**src/rtl/cpu_core.sv**
```systemverilog
// cpu_core: single-cycle 32-bit processor.
// One instruction is fetched, executed and retired per clock cycle.
// Instruction and data memories are external and read combinationally.
module cpu_core #(
  parameter int REGS = 16
) (
  input  logic        CLK,
  input  logic        RST,
  input  logic [31:0] inst_mem_data_i,
  output logic [31:0] inst_mem_address_o,
  input  logic [31:0] data_mem_out_data_i,
  output logic [31:0] data_mem_address_o,
  output logic [31:0] data_mem_in_data_o,
  output logic        data_mem_WE_o
);

  localparam logic [3:0] OP_NOP  = 4'h0;
  localparam logic [3:0] OP_ADD  = 4'h1;
  localparam logic [3:0] OP_SUB  = 4'h2;
  localparam logic [3:0] OP_AND  = 4'h3;
  localparam logic [3:0] OP_OR   = 4'h4;
  localparam logic [3:0] OP_XOR  = 4'h5;
  localparam logic [3:0] OP_SLL  = 4'h6;
  localparam logic [3:0] OP_SRL  = 4'h7;
  localparam logic [3:0] OP_ADDI = 4'h8;
  localparam logic [3:0] OP_LUI  = 4'h9;
  localparam logic [3:0] OP_LW   = 4'hA;
  localparam logic [3:0] OP_SW   = 4'hB;
  localparam logic [3:0] OP_BEQ  = 4'hC;
  localparam logic [3:0] OP_BNE  = 4'hD;
  localparam logic [3:0] OP_JMP  = 4'hE;
  localparam logic [3:0] OP_HALT = 4'hF;

  logic [31:0] pc_q, pc_d;
  logic        halted_q, halted_d;
  logic [31:0] rf_q [REGS];

  logic [3:0]  opcode, rd, rs1, rs2;
  logic [15:0] imm;
  logic [31:0] simm, rs1_val, rs2_val, ea;
  logic        wr_en;
  logic [31:0] wr_val;

  assign opcode = inst_mem_data_i[31:28];
  assign rd     = inst_mem_data_i[27:24];
  assign rs1    = inst_mem_data_i[23:20];
  assign rs2    = inst_mem_data_i[19:16];
  assign imm    = inst_mem_data_i[15:0];
  assign simm   = {{16{imm[15]}}, imm};

  // R0 reads as zero regardless of what the array slot holds
  assign rs1_val = (rs1 == 4'd0) ? 32'd0 : rf_q[rs1];
  assign rs2_val = (rs2 == 4'd0) ? 32'd0 : rf_q[rs2];
  assign ea      = rs1_val + simm;

  assign inst_mem_address_o = pc_q;
  assign data_mem_address_o = ea;
  assign data_mem_in_data_o = rs2_val;
  // Gated by RST directly so no store can leak out while reset is asserted
  assign data_mem_WE_o      = (opcode == OP_SW) && !halted_q && !RST;

  // Decode and execute: next PC, halt flag and register write-back
  always_comb begin
    pc_d     = pc_q + 32'd1;
    halted_d = halted_q;
    wr_en    = 1'b0;
    wr_val   = 32'd0;
    case (opcode)
      OP_NOP:  ;
      OP_ADD:  begin wr_en = 1'b1; wr_val = rs1_val + rs2_val; end
      OP_SUB:  begin wr_en = 1'b1; wr_val = rs1_val - rs2_val; end
      OP_AND:  begin wr_en = 1'b1; wr_val = rs1_val & rs2_val; end
      OP_OR:   begin wr_en = 1'b1; wr_val = rs1_val | rs2_val; end
      OP_XOR:  begin wr_en = 1'b1; wr_val = rs1_val ^ rs2_val; end
      OP_SLL:  begin wr_en = 1'b1; wr_val = rs1_val << rs2_val[4:0]; end
      OP_SRL:  begin wr_en = 1'b1; wr_val = rs1_val >> rs2_val[4:0]; end
      OP_ADDI: begin wr_en = 1'b1; wr_val = ea; end
      OP_LUI:  begin wr_en = 1'b1; wr_val = {imm, 16'h0000}; end
      OP_LW:   begin wr_en = 1'b1; wr_val = data_mem_out_data_i; end
      OP_SW:   ;
      OP_BEQ:  if (rs1_val == rs2_val) pc_d = pc_q + 32'd1 + simm;
      OP_BNE:  if (rs1_val != rs2_val) pc_d = pc_q + 32'd1 + simm;
      OP_JMP:  pc_d = {16'h0000, imm};
      OP_HALT: begin pc_d = pc_q; halted_d = 1'b1; end
      default: ;
    endcase
    // Once halted, the core is frozen until reset
    if (halted_q) begin
      pc_d  = pc_q;
      wr_en = 1'b0;
    end
  end

  // Program counter and halt flag
  always_ff @(posedge CLK or posedge RST) begin
    if (RST) begin
      pc_q     <= 32'd0;
      halted_q <= 1'b0;
    end else begin
      pc_q     <= pc_d;
      halted_q <= halted_d;
    end
  end

  // Register file; slot 0 is never written so R0 stays zero
  always_ff @(posedge CLK or posedge RST) begin
    if (RST) begin
      for (int i = 0; i < REGS; i++) rf_q[i] <= 32'd0;
    end else if (wr_en && (rd != 4'd0)) begin
      rf_q[rd] <= wr_val;
    end
  end

endmodule

```
**config.mk**
```make
export PLATFORM = sky130hd
export DESIGN_NAME = cpu_core
export DESIGN_NICKNAME = d
export VERILOG_FILES = /design/src/rtl/cpu_core.sv
export SDC_FILE = /design/constraint.sdc
export NUM_CORES = 2
export LEC_CHECK = 0
export BUFFER_PORTS_ARGS = -buffer_cell sky130_fd_sc_hd__buf_2
export CAP_MARGIN = 20
export CORE_ASPECT_RATIO = 0.7
export CORE_UTILIZATION = 55
export DETAILED_ROUTE_END_ITERATION = 6
export PLACE_DENSITY = 0.73
export SYNTH_ARGS = -nofsm -noshare
export SYNTH_HDL_FRONTEND = slang
export SYNTH_SLANG_ARGS = --single-unit
```
**constraint.sdc**
```tcl
create_clock -name CLK -period 22.7 [get_ports CLK]
set_input_delay 3.405 -clock CLK [delete_from_list [all_inputs] [get_ports CLK]]
set_output_delay 3.405 -clock CLK [all_outputs]
set_load 0.01 [all_outputs]
```
### Word level (Yosys, flattened, before mapping)

Index checks and enable logic that the tools add are counted.

* bits in registers: 545
* bits of input ports: 66
* output and inout port bits: 97
* word-level logic and storage cells: 82

* $add $sub $neg: 5
* magnitude comparators: 4
* eq/ne operators: 17
* shifts and indexed selects: 2
* muxes and demuxes: 17
* bitwise logic cells: 8
* reduce and logical (&&, ||, !) cells: 11

Operators with widths (number)
* $bwmux 512: 1
* $pmux 32 s10: 1
* $mux 32: 9
* $bmux 32 s4: 2
* $demux 32 s4: 1
* $pmux 32 s4: 1
* $add 32x32->32: 3
* $add 32x1->32 const B: 1
* $and 32x32->32: 1
* $eq 32x32->1: 1
* $eq 4x4->1 const B: 8
* $ne 32x32->1: 1
* $or 32x32->32: 1
* $shl 32x5->32: 1
* $shr 32x5->32: 1
* $sub 32x32->32: 1
* $xor 32x32->32: 1
* $eq 4x3->1 const B: 4
* $ge 5x5->1 const B: 3
* $not 4->5: 3
* $reduce_or 10->1: 1
* $eq 4x2->1 const B: 2
* $logic_not 4->1: 2
* $lt 5x1->1 const B: 1
* 7 further kinds: 13

### Depth between registers and ports, before layout

* word-level depth: 8
* mapped depth: 25
* depth with buffers taken out: 18

### Least setup slack after synthesis

No wires, ideal clock.

* path kind: input -> output
* from: input port inst_mem_data_i[20]
* to: output port data_mem_address_o[29]
* arrival: 7.157 ns
* path slack: 12.138 ns
* stages on the path: 17
* cell sequence: buf_6 buf_12 buf_12 buf_12 mux4_2 o22ai_1 a311oi_1 ha_1 a211oi_1 o211ai_1 a31oi_1 o41ai_1 o31ai_1 nand2b_1 a21o_1 a41oi_1 xnor2_1

* longest elaborated chain between the ends: 6
* elaborated cells on any way between the ends: 7

RTL lines
* from (decl): RTL line 9 `input logic [31:0] inst_mem_data_i,`
* $not 4->5 (implied by the code): RTL line 52 `assign rs1_val = (rs1 == 4'd0) ? 32'd0 : rf_q[rs1];`
* $bmux 32 s4: RTL line 52
* $mux 32 (implied by the code) (2 in series): RTL line 52
* $mux 32 (*): RTL line 52
* $add 32x32->32 (*): RTL line 54 `assign ea = rs1_val + simm;`
* to (decl): RTL line 12 `output logic [31:0] data_mem_address_o,`

Every way passes the cells marked *; elsewhere a longest branch is shown, timed or not. The select of a mux whose other input is x is not followed.

### Worst setup path in the final report

* from: input port inst_mem_data_i[20]
* to: output port data_mem_address_o[27]

Same word-level chain as after synthesis.

==> impl_metrics.env <==
export IMPL_clk_latency_ns=0.65
export IMPL_hold_buffers=0
export IMPL_ys_seq_area_frac=0.3277
export IMPL_cts_tree="done"
export IMPL_r2r_start="rf_q[385]$_DFFE_PP0P_"
export IMPL_crit_fanout=78
export IMPL_synth_area_leaders="dfrtp_1 33%, mux2_2 10%, mux4_2 10%"
export IMPL_r2r_end="rf_q[405]$_DFFE_PP0P_"
export IMPL_synth_top_area_share=0.3277
export IMPL_tns_ns=0
export IMPL_drt_iter0_drc=5138
export IMPL_antenna_found_initial=2
export IMPL_cp_startpoint="inst_mem_data_i[20]"
export IMPL_clkSinkCount=542
export IMPL_critPathRequiredTime_ns=19.30
export IMPL_vias=36100
export IMPL_tightest_slew_ns=1.341
export IMPL_syn_inst=4060
export IMPL_drv_cap=0
export IMPL_total_leakage_power_nw=20.11
export IMPL_cts_buffer_depth=3
export IMPL_start_kind="primary input"
export IMPL_placedInstanceArea_sq_um=42890
export IMPL_grt_pass1_wl_microns=229900
export IMPL_outcome="finished, final reports clean"
export IMPL_drive_gt1_frac=0.2549
export IMPL_hpwl_microns=111400
export IMPL_fin_util=0.6085
export IMPL_fmax_mhz=75.68
export IMPL_htree_levels=2
export IMPL_grt_util_met3=0.1376
export IMPL_synth_seq_cells=542
export IMPL_syn_cell_area_sq_um=41390
export IMPL_ant_nets=0
export IMPL_slew_viol_final=0
export IMPL_numCtsBuffers=54
export IMPL_dieArea_sq_um=76370
export IMPL_die_y_microns=231.5
export IMPL_powerDensity_nw_per_um2=99.89
export IMPL_crit_type="primary input to primary output"
export IMPL_start_util=0.5606
export IMPL_design_area_sq_um=44930
export IMPL_drt_total_wl_microns=155900
export IMPL_cts_clk_slew_worst_paths_ns=0.06
export IMPL_synthesis_nets=4289
export IMPL_rr_worst_depth=15
export IMPL_cts_resized_gates=0
export IMPL_gp_congestion=1.065
export IMPL_yosysMostFrequentCell="dfrtp_1"
export IMPL_grt_overflow_total=0
export IMPL_setup_viol=0
export IMPL_r2r_slack_ns=15.90
export IMPL_hold_violations=0
export IMPL_synth_common_cells="542 x dfrtp_1, 390 x nand2_1, 383 x mux2_2, 276 x o21ai_0, 231 x nor2_1"
export IMPL_fin_worst_skew_ns=0.05321
export IMPL_ys_flop_type="dfrtp_1"
export IMPL_met1_usage=0.5942
export IMPL_grt_max_degree=107
export IMPL_grt_pass1_vias=33750
export IMPL_num_io_pins=163
export IMPL_grt_setup_unrepaired="no"
export IMPL_yosysTopAreaCell="dfrtp_1"
export IMPL_ys_types=99
export IMPL_post_drt_wl_per_cell_microns=30.69
export IMPL_crit_arrival_ns=9.81
export IMPL_cts_post_setup_buffers_inserted=0
export IMPL_grt_usage=0.4066
export IMPL_total_power_mw=4.488
export IMPL_synth_yosys_warnings=0
export IMPL_async_reset_ff_frac=1.000
export IMPL_endpoint_kind="primary output"
export IMPL_dieWidth_microns=329.9
export IMPL_busiest_layer="met1"
export IMPL_final_min_clock_period_ns=13.21
export IMPL_slew_headroom=0.09639
export IMPL_irDropWorstVdd_mv=0.07067
export IMPL_avgSynthCellArea_sq_um=10.19
export IMPL_layout_area_overhead_vs_synth_pct=8.561
export IMPL_clockRootBuffer="clkbuf_16"
export IMPL_grtUsageMet2=0.5567
export IMPL_std_cell_rows=83
export IMPL_buffer_ports_inserted=162
export IMPL_synth_edf_count=0
export IMPL_finish_net_count=4289
export IMPL_endpoint="data_mem_address_o[27]"
export IMPL_drc=0
export IMPL_core_area_sq_um=73840
export IMPL_vias_per_cell=7.106
export IMPL_firstDrtPassIters=6
export IMPL_min_period_over_period=0.5821
export IMPL_min_delay_path_class="flop to flop"
export IMPL_fillers=6036
[logic make-up after synthesis]
kind of cell,count (synthesis),share of synthesized area
AO/OA/AOI/OAI,1034,0.1676
flip-flops,542,0.3277
multiplexers,777,0.2730
buffers and inverters,482,0.05459
AND/OR/NAND/NOR,969,0.1074
XOR/XNOR,93,0.01968
adder cells (fa/ha/maj),163,0.05000
[worst max-delay path, stage by stage]
cell,delay (ns)
buf_6,0.67
buf_4,0.81
and2b_1,0.44
buf_4,0.32
a221oi_1,0.32
o31ai_2,0.22
ha_1,0.43
o211ai_1,0.13
o211ai_1,0.23
a31oi_1,0.21
o41ai_2,1.15
o311ai_0,0.45
o31ai_1,0.45
xor2_1,0.23
buf_2,0.17
[cells in the final DEF (no fill, tap or decap), drive strengths merged, types with 15 or more instances in the layout]
cell type	n
ha	159
o21ai	276
a22oi	54
and2	16
nand4	24
mux4	227
mux2	395
a21o	45
and3	18
o21bai	23
xor2	29
xnor2	64
nand3	68
mux2i	155
o211ai	72
o22ai	36
nand2	390
clkbuf	81
a221o	18
inv	145
a221oi	61
buf	276
nor2b	54
a222oi	15
a21oi	179
o31ai	35
nor3	53
nor2	232
dfrtp	542
o21a	18
nand2b	23
a31oi	46
nor4	23
a211oi	34
[power by group]
part	switching (mW)	internal, mW
clock network	0.405	0.544
logic	1.27	0.846
registers	0.214	1.21
total	1.89	2.60
[worst min path at each step]
stage	start	endpoint	slack, ns	depth (start not counted)
after floorplan	rf_q[482]$_DFFE_PP0P_	rf_q[482]$_DFFE_PP0P_	0.42	1
after global placement	rf_q[500]$_DFFE_PP0P_	rf_q[500]$_DFFE_PP0P_	0.36	0
after detailed placement	rf_q[496]$_DFFE_PP0P_	rf_q[496]$_DFFE_PP0P_	0.36	0
after CTS	rf_q[499]$_DFFE_PP0P_	rf_q[499]$_DFFE_PP0P_	0.38	0
after global routing	rf_q[502]$_DFFE_PP0P_	rf_q[502]$_DFFE_PP0P_	0.39	0
final	rf_q[486]$_DFFE_PP0P_	rf_q[486]$_DFFE_PP0P_	0.38	0
[metal layers]
metal	vias to the layer above	routed length [microns]
li1	15310	-
met1	17940	64400
met2	2485	63220
met3	356	21850
met4	6	6283
met5	-	137
[sequential cells by signal (all words and copies together) (netlist names)]
name                count
rf_q                  509
halted_q                1
inst_mem_address_o     32
[stage by stage]
| stage | hold WS (ns) | setup slack [ns] | instances |
|---|---|---|---|
| after CTS | 0.3771 | 9.796 | 5064 |
| final | 0.3751 | 9.486 | 5080 |
| after floorplan | 0.4246 | 4.145 | 4060 |
| after detailed placement | 0.3632 | 9.788 | 4968 |
| after global routing | 0.3878 | 9.403 | 5077 |
| after global placement | 0.3606 | 9.909 | 4963 |
[cell type report]
type / instances / area, sq um / area share
Multi-Input combinational cell: 3036 / 25850 / 0.5753
Sequential cell: 542 / 13560 / 0.3018
Timing Repair Buffer: 280 / 1902 / 0.04233
Clock buffer: 77 / 1558 / 0.03467
Tap cell: 977 / 1222 / 0.02721
Inverter: 146 / 556.8 / 0.01239
Clock inverter: 19 / 272.8 / 0.006070
Antenna cell: 3 / 7.507 / 0.0001671
Power figures use the tool's default switching activity.
